`config.mk`:
```
export PLATFORM = sky130hd
export DESIGN_NAME = fabric_config_loader_flat
export DESIGN_NICKNAME = d
export VERILOG_FILES = /design/src/rtl/fabric_config_loader_if.sv /design/src/rtl/fabric_config_loader.sv /design/src/flat_wrapper.sv
export SDC_FILE = /design/constraint.sdc
export NUM_CORES = 1
export LEC_CHECK = 0
export CAP_MARGIN = 20
export CORE_MARGIN = 8
export CORE_UTILIZATION = 59
export CTS_CLUSTER_DIAMETER = 40
export DETAILED_ROUTE_END_ITERATION = 6
export GPL_ROUTABILITY_DRIVEN = 0
export GPL_TIMING_DRIVEN = 0
export PLACE_DENSITY = 0.95
export SETUP_SLACK_MARGIN = 0.15
export SLEW_MARGIN = 20
export SYNTH_ARGS = -nofsm -noshare
export SYNTH_HDL_FRONTEND = slang
export SYNTH_SLANG_ARGS = --single-unit
```
`constraint.sdc`:
```
create_clock -name clock -period 5.9 [get_ports clock]
set_clock_uncertainty 0.2 [all_clocks]
set_input_delay 1.18 -clock clock [delete_from_list [all_inputs] [get_ports clock]]
set_output_delay 1.18 -clock clock [all_outputs]
set_load 0.01 [all_outputs]
```
`src/rtl/fabric_config_loader_if.sv`:
```
// Serial configuration bus for fabric_config_loader.
//   cfg_start : one-cycle pulse that begins or restarts a load
//   cfg_bit   : serial data bit
//   cfg_valid : cfg_bit is valid
//   cfg_ready : loader accepts a bit this cycle
interface fabric_config_loader_if;
  logic cfg_start;
  logic cfg_bit;
  logic cfg_valid;
  logic cfg_ready;

  modport master (output cfg_start, output cfg_bit, output cfg_valid, input cfg_ready);
  modport slave  (input cfg_start, input cfg_bit, input cfg_valid, output cfg_ready);
endinterface

```
`src/rtl/fabric_config_loader.sv`:
```
// Serial configuration controller for the programmable fabric.
// Shifts a bitstream into shadow registers, verifies an 8-bit XOR-fold
// trailer, and only on a match commits the shadow into the active tile and
// switch-box configuration. A failed or aborted load leaves the active
// configuration untouched.
//   clock     : rising-edge clock
//   reset_n   : synchronous active-low reset
//   cfg       : serial bus (start / bit / valid / ready)
//   tile_cfg  : active tile config, tile t at [t*TILE_BITS +: TILE_BITS]
//   sw_cfg    : active switch config, switch s at [s*SWITCH_BITS +: SWITCH_BITS]
//   busy      : high in LOAD, CHECK and COMMIT
//   cfg_done  : one-cycle pulse after commit
//   cfg_error : checksum mismatch, held until next cfg_start or reset
module fabric_config_loader #(
  parameter int NUM_TILES    = 4,
  parameter int NUM_SWITCHES = 4,
  parameter int TILE_BITS    = 33,
  parameter int SWITCH_BITS  = 16
) (
  input  logic                              clock,
  input  logic                              reset_n,
  fabric_config_loader_if.slave             cfg,
  output logic [NUM_TILES*TILE_BITS-1:0]    tile_cfg,
  output logic [NUM_SWITCHES*SWITCH_BITS-1:0] sw_cfg,
  output logic                              busy,
  output logic                              cfg_done,
  output logic                              cfg_error
);

  localparam int TILE_TOTAL = NUM_TILES * TILE_BITS;
  localparam int TOTAL_BITS = TILE_TOTAL + NUM_SWITCHES * SWITCH_BITS;
  localparam int CW         = $clog2(TOTAL_BITS + 1);

  typedef enum logic [2:0] {IDLE, LOAD, CHECK, COMMIT, ERROR} state_t;

  state_t                state, state_n;
  logic [CW-1:0]         cnt;
  logic [7:0]            chk;
  logic                  mism;
  logic [TOTAL_BITS-1:0] shadow;

  logic beat;
  logic restart;
  logic load_last;
  logic trailer_last;
  logic bit_mism;

  assign cfg.cfg_ready = (state == LOAD) || (state == CHECK);
  assign busy          = (state == LOAD) || (state == CHECK) || (state == COMMIT);

  always_comb begin
    beat         = cfg.cfg_valid && cfg.cfg_ready;
    // A start pulse during COMMIT is ignored so the commit always completes.
    restart      = cfg.cfg_start && (state != COMMIT);
    load_last    = (cnt == CW'(TOTAL_BITS - 1));
    trailer_last = (cnt == CW'(7));
    bit_mism     = cfg.cfg_bit ^ chk[cnt[2:0]];
  end

  always_comb begin
    state_n = state;
    unique case (state)
      IDLE:   if (restart) state_n = LOAD;
      LOAD: begin
        if (restart)                state_n = LOAD;
        else if (beat && load_last) state_n = CHECK;
      end
      CHECK: begin
        if (restart)                   state_n = LOAD;
        else if (beat && trailer_last) state_n = (mism || bit_mism) ? ERROR : COMMIT;
      end
      COMMIT: state_n = IDLE;
      ERROR:  if (restart) state_n = LOAD;
      default: state_n = IDLE;
    endcase
  end

  always_ff @(posedge clock) begin
    if (!reset_n) begin
      state     <= IDLE;
      cnt       <= '0;
      chk       <= '0;
      mism      <= 1'b0;
      tile_cfg  <= '0;
      sw_cfg    <= '0;
      cfg_done  <= 1'b0;
      cfg_error <= 1'b0;
    end else begin
      state     <= state_n;
      cfg_done  <= (state == COMMIT);
      cfg_error <= (state_n == ERROR);
      if (restart) begin
        // A beat coincident with the start pulse is dropped.
        cnt  <= '0;
        chk  <= '0;
        mism <= 1'b0;
      end else begin
        unique case (state)
          LOAD: if (beat) begin
            chk[cnt[2:0]] <= chk[cnt[2:0]] ^ cfg.cfg_bit;
            cnt           <= load_last ? '0 : cnt + CW'(1);
          end
          CHECK: if (beat) begin
            mism <= mism || bit_mism;
            cnt  <= trailer_last ? '0 : cnt + CW'(1);
          end
          COMMIT: begin
            tile_cfg <= shadow[TILE_TOTAL-1:0];
            sw_cfg   <= shadow[TOTAL_BITS-1:TILE_TOTAL];
          end
          default: ;
        endcase
      end
    end
  end

  // Shadow registers carry no reset; their contents only matter after a
  // complete, checksum-verified load.
  always_ff @(posedge clock) begin
    if (state == LOAD && beat && !restart)
      shadow[cnt] <= cfg.cfg_bit;
  end

endmodule

```
`src/flat_wrapper.sv`:
```
// flat-port wrapper written by rule: the top's interface ports become plain ports
module fabric_config_loader_flat 
#(
  parameter int NUM_TILES    = 4,
  parameter int NUM_SWITCHES = 4,
  parameter int TILE_BITS    = 33,
  parameter int SWITCH_BITS  = 16
)
  (clock, reset_n, tile_cfg, sw_cfg, busy, cfg_done, cfg_error, cfg_cfg_start, cfg_cfg_bit, cfg_cfg_valid, cfg_cfg_ready);
  fabric_config_loader_if cfg_i ();
  input  logic clock;
  input  logic reset_n;
  output logic [NUM_TILES*TILE_BITS-1:0] tile_cfg;
  output logic [NUM_SWITCHES*SWITCH_BITS-1:0] sw_cfg;
  output logic busy;
  output logic cfg_done;
  output logic cfg_error;
  input wire logic [$bits(cfg_i.cfg_start)-1:0] cfg_cfg_start;
  input wire logic [$bits(cfg_i.cfg_bit)-1:0] cfg_cfg_bit;
  input wire logic [$bits(cfg_i.cfg_valid)-1:0] cfg_cfg_valid;
  output wire logic [$bits(cfg_i.cfg_ready)-1:0] cfg_cfg_ready;
  assign cfg_i.cfg_start = cfg_cfg_start;
  assign cfg_i.cfg_bit = cfg_cfg_bit;
  assign cfg_i.cfg_valid = cfg_cfg_valid;
  assign cfg_cfg_ready = cfg_i.cfg_ready;
  fabric_config_loader #(.NUM_TILES(NUM_TILES), .NUM_SWITCHES(NUM_SWITCHES), .TILE_BITS(TILE_BITS), .SWITCH_BITS(SWITCH_BITS)) u_core (.clock(clock), .reset_n(reset_n), .cfg(cfg_i), .tile_cfg(tile_cfg), .sw_cfg(sw_cfg), .busy(busy), .cfg_done(cfg_done), .cfg_error(cfg_error));
endmodule
```
==> results.cfg, run 1 <==
[clock_network]
cts_setup_buffers = 0
cts_buffers = 43
root_buffer = clkbuf_16
clock_latency_ns = 0.54
ctsHoldBuffers = 0
cts.clk_slew.worst_paths_ns = 0.07
post_cts_resize_count = 0
clock_tree.buffer_depth = 3
cts.sinks = 414
ctsHtreeMaxLevel = 2
cts_tree = yes

[synth]
synth_top_area_share_pct = 38.3
netlist_area_um2 = 15400
ys_seq_area_share_pct = 66.7
synthFlopType = dfxtp_1
synth_top_family_by_area = simple AND/OR/NAND/NOR gates
synth_compound_area_share_pct = 11.2
synth_xor_area_share_pct = 0.399
syn-num-nets = 1475
synthMuxAreaShare_pct = 0.366
yosys_warnings = 0
yosysTopAreaCell = edfxtp_1
ys_ff_latch = 414
synth_cell_types = 46
ys_top_cells_by_area = edfxtp_1 38%, dfxtp_1 28%, nand2_1 10%
synthAdderAreaFrac_pct = 0.325
synthArstFlopShare_pct = 0
synth-edff-count = 196
netlist_instances = 1466
avgSynthCellArea_um2 = 10.5
synthSimpleGateAreaFrac_pct = 18.2

[routing]
first_pass_iters = 6
wl_um = 48300
routed_via_density = 6.10
vias = 12700
wl_met3_um = 6010
wl_met1_um = 16000
dr_wl_met2_um = 23100
ant_nets = 0
highest_layer = met4
wl_per_cell_um = 23.2
drtIter0Drc = 1900
drc_errors = 0

[placed_design]
detailed_place_hpwl_um = 29500
port_buffers = 204

[sta]
slew_headroom_pct = 40.5
whs_ns = 0.266
fin_crit_ns = 3.62
period_share_pct = 61.3
hold_viol = 0
rsz0062_at_grt = no
slew_violations = 0
tns_ns = 0
worstMarginPinSlew_ns = 0.891
fmax_mhz = 277
setup_viol_count_final = 0

[global_routing]
grt_max_degree = 133
antenna_found_initial = 1
grt_overflow_total = 0
grt_pass1_wl_um = 73100
grt_usage_pct = 30.0
grt_pass1_vias = 13000

[worst_setup_path]
r2r_cells = 6
critPathMaxFanout = 10
cp-start-kind = input pin
required_ns = 5.92
cp.arrival_ns = 3.64
worstSetupEndpointType = register
crit_type = input pin to register

[hold_path]
hold_depth = 2
min_path_type = register to register

[power]
power_uw = 6050
ir_drop_v = 0.000221
power_density_nw_per_um2 = 311
power_leakage_uw = 0.00612

[cells_and_area]
syn_to_final_growth_pct = 26.3
layout_commonest_cell = nand2_1
antenna_cells = 0
mostFrequentLayoutCells = 422 x nand2_1, 219 x nor2_1, 218 x dfxtp_1
final_util_pct = 75.2
nNetsFinal = 1725
drive_gt1_share_pct = 6.51

[floorplan]
die-area_um2 = 31500
core_um2 = 25800
die_h_um = 177
num_io_pins = 205
placement_rows = 59
initial_core_util_pct = 59.5
die_w_um = 177

[status]
status = finished, final reports clean

[flow_run]
drv_cap = 0
registers in the layout, summed over array words and instances, names as in the netlist:
signal,flops
u_core.shadow,196
u_core.cnt,8
u_core.state,3
u_core.mism,1
u_core.tile_cfg,132
u_core.sw_cfg,64
u_core.cfg_error,1
u_core.cfg_done,1
u_core.chk,8
metrics by stage:
step | instances | cell area (um2) | setup slack, ns
final | 2085 | 19400 | 2.28
after global routing | 2085 | 19400 | 2.21
after CTS | 2085 | 19400 | 2.42
after detailed placement | 2006 | 17900 | 1.99
after global placement | 2005 | 17800 | -1.16
after floorplan | 1466 | 15400 | 3.15
Yosys cell counts, types with 2 or more instances:
library cell / instances
nand3_1: 25
o21ai_0: 3
a21oi_1: 8
nor4_1: 2
buf_2: 23
nor3_1: 5
buf_6: 2
clkbuf_1: 75
nor2_1: 219
xnor2_1: 4
edfxtp_1: 196
a21boi_0: 196
xor2_1: 3
nor2b_1: 5
inv_1: 4
ha_1: 4
nand2_1: 422
nor3b_1: 2
dfxtp_1: 218
clkbuf_2: 2
nand4bb_1: 2
a32o_1: 5
o31ai_2: 5
or3_1: 6
mux2i_1: 3
nand3b_1: 2
nand4_1: 3
nand4b_1: 4
cell families after synthesis:
group,Yosys count
xor+xnor,7
flops,414
compound gates,225
fa+ha+maj,4
mux,5
buf+inv,107
simple gates,704
final timing paths:
kind / start / to / slack [ns]
worst max register to register: u_core.cnt[0] / u_core.shadow[78] / 2.50
worst max-delay path: cfg_cfg_valid / u_core.shadow[56] / 2.28
worst min register to register: u_core.tile_cfg[91] / u_core.tile_cfg[91] / 0.27
worst min-delay path: u_core.tile_cfg[91] / u_core.tile_cfg[91] / 0.27
layout make-up:
class,instances,area (um2)
flip-flops and latches,414,10200
fillers,1386,6420
multi-input cells,945,4680
repair buffers,205,2070
clock buffers,56,1250
plain buffers,103,433
well taps,335,419
clock inverters,23,303
inverters,4,15.0
routing by layer:
layer,GRT usage [%],vias to the layer above
li1,-,5377
met1,33.7,5994
met2,50.2,1068
met3,8.81,284
met4,17.9,0
met5,0,-
power by group:
group          internal [uW]  total (uW)  switching [uW]  leakage (uW)
logic                   31.4        96.7            65.3       0.00184
registers               3000        3000           0.868       0.00352
clock network           1770        2950            1170      0.000760
critical path, stage by stage:
cell and delay [ns]:
clkdlybuf4s50_1 0.61, nand4bb_1 0.13, clkbuf_1 0.21, nor2_2 0.39, buf_2 0.29, nand3_1 0.42, nor2_1 0.41
Note: power is estimated with default switching activity, not from simulation.
==> inputs of run 2 (changes only) <==
--- a/config.mk
+++ b/config.mk
@@ -7,12 +7,12 @@
 export LEC_CHECK = 0
 export CAP_MARGIN = 20
 export CORE_MARGIN = 8
-export CORE_UTILIZATION = 59
+export CORE_UTILIZATION = 49
 export CTS_CLUSTER_DIAMETER = 40
 export DETAILED_ROUTE_END_ITERATION = 6
 export GPL_ROUTABILITY_DRIVEN = 0
 export GPL_TIMING_DRIVEN = 0
-export PLACE_DENSITY = 0.95
+export PLACE_DENSITY = 0.85
 export SETUP_SLACK_MARGIN = 0.15
 export SLEW_MARGIN = 20
 export SYNTH_ARGS = -nofsm -noshare
==> constraint.sdc (replaced) <==
create_clock -name clock -period 3.3 [get_ports clock]
set_clock_uncertainty 0.2 [all_clocks]
set_input_delay 0.66 -clock clock [delete_from_list [all_inputs] [get_ports clock]]
set_output_delay 0.66 -clock clock [all_outputs]
set_load 0.01 [all_outputs]
==> results.cfg, run 2 (same netlist as run 1, synthesis figures left out) <==
[status]
status = finished, final reports clean

[power]
power_leakage_uw = 0.00605
ir_drop_v = 0.000332
power_density_nw_per_um2 = 535

[global_routing]
grt_pass1_wl_um = 63700
grt_overflow_total = 0
grt_usage_pct = 22.2
grt_pass1_vias = 11600
antenna_found_initial = 0
grt_max_degree = 122

[worst_setup_path]
cp-start-kind = register
cpLargestDelayFamily = simple AND/OR/NAND/NOR gates
crit_type = register to register
path_cells = ha_1, buf_2, nand3_1, or3_1, clkbuf_1, nor2_1
crit_path_top_delay_cell = nand3_1
critPathBufInv = 2
required_ns = 3.33
slowest_delay_ns = 0.58
reg2reg_setup_slack_ns = 0.19
cp.arrival_ns = 3.13
critPathMaxFanout = 9
cp.depth = 6
r2r_cells = 6
worstSetupEndpointType = register

[routing]
vias = 11600
routed_via_density = 5.39
drtIter0Drc = 1062
wl_um = 42500
wl_per_cell_um = 19.8
first_pass_iters = 6
drc_errors = 0
ant_nets = 0

[placed_design]
port_buffers = 204
detailed_place_hpwl_um = 29200
dpl_cell_area_um2 = 18000
post-place-cells = 2073

[sta]
period_share_pct = 94.1
fmax_mhz = 322
worstMarginPinSlew_ns = 0.775
rsz0062_at_grt = no
slew_headroom_pct = 48.3
slew_violations = 0
whs_ns = 0.260
fin_crit_ns = 3.11
setup_viol_count_final = 0
hold_viol = 0

[cells_and_area]
final_util_pct = 62.0
drive_gt1_share_pct = 6.18
nNetsFinal = 1724
largest_register_ffs = 196
mostFrequentLayoutCells = 422 x nand2_1, 219 x nor2_1, 218 x dfxtp_1
largest_registers = u_core.shadow (196), u_core.tile_cfg (132), u_core.sw_cfg (64)
stdcell_count = 2150
syn_to_final_growth_pct = 26.0
design_area_um2 = 19400
antenna_cells = 0
largest-register = u_core.shadow
layout_commonest_cell = nand2_1

[clock_network]
clock_tree.buffer_depth = 3
cts.clk_slew.worst_paths_ns = 0.06
cts_tree = yes
cts.sinks = 414
ctsHtreeMaxLevel = 2
cts_buffers = 42
root_buffer = clkbuf_16
cts_setup_buffers = 0
clock_latency_ns = 0.53

[floorplan]
initial_core_util_pct = 49.2
core_um2 = 31200
die_h_um = 193
die_w_um = 193
die-area_um2 = 37300
num_io_pins = 205
placement_rows = 65

[hold_path]
hold_depth = 2
min_path_type = register to register

[flow_run]
drv_cap = 0
[run 2: cell types whose count changed in the layout (fill, tap and decap cells not counted), sizes merged]
cell / before / now
inv: 8 / 6
bufinv: 6 / 5
clkbuf: 133 / 128
clkinv: 11 / 17
[run 2: per-layer routing]
layer  wire length (um)  global-route usage [%]
met1              16400                    26.6
met2              20400                    37.7
met3               3710                    5.00
met4               1940                    10.5
met5                  0                       0
[run 2: worst paths after layout]
| kind | endpoint | start |
|---|---|---|
| worst max register to register | u_core.shadow[127] | u_core.cnt[0] |
| worst max-delay path | u_core.shadow[127] | u_core.cnt[0] |
| worst min-delay path | u_core.tile_cfg[92] | u_core.tile_cfg[92] |
| worst min register to register | u_core.tile_cfg[92] | u_core.tile_cfg[92] |
[run 2: metrics by stage]
stage	setup WS, ns	power, uW	TNS (ns)
global placement	-3.48	5660	-662.02
detailed placement	-0.172	5650	-7.82
CTS	0.222	10400	0
finish	0.194	10400	0
global route	0.191	10600	0
floorplan	1.03	5570	0
[run 2: cell type report]
class,instances,area (um2)
repair buffers,205,2070
plain buffers,103,433
well taps,402,503
multi-input cells,945,4690
fillers,2405,11900
inverters,4,15.0
clock buffers,51,1130
clock inverters,26,287
flip-flops and latches,414,10200
[run 2: power breakdown]
part	internal [uW]	switching, uW	leakage (uW)	total, uW
registers	5370	1.40	0.00352	5370
logic	56.0	112	0.00184	168
clock network	2850	1980	0.000688	4830
total	8270	2100	0.00605	10400
[run 2: what timing repair did]
item	in CTS	in global routing
hold buffers	0	0
endpoints found under the setup margin	0	12
resized for setup	0	2
[run 2: worst register-to-register path: cells and delay by family, from the launching register on]
kind                       cells  cell delay [ns]
DFF                            1             0.54
and+or+nand+nor                3             1.34
adders and majority gates      1             0.22
buffers and inverters          2             0.52
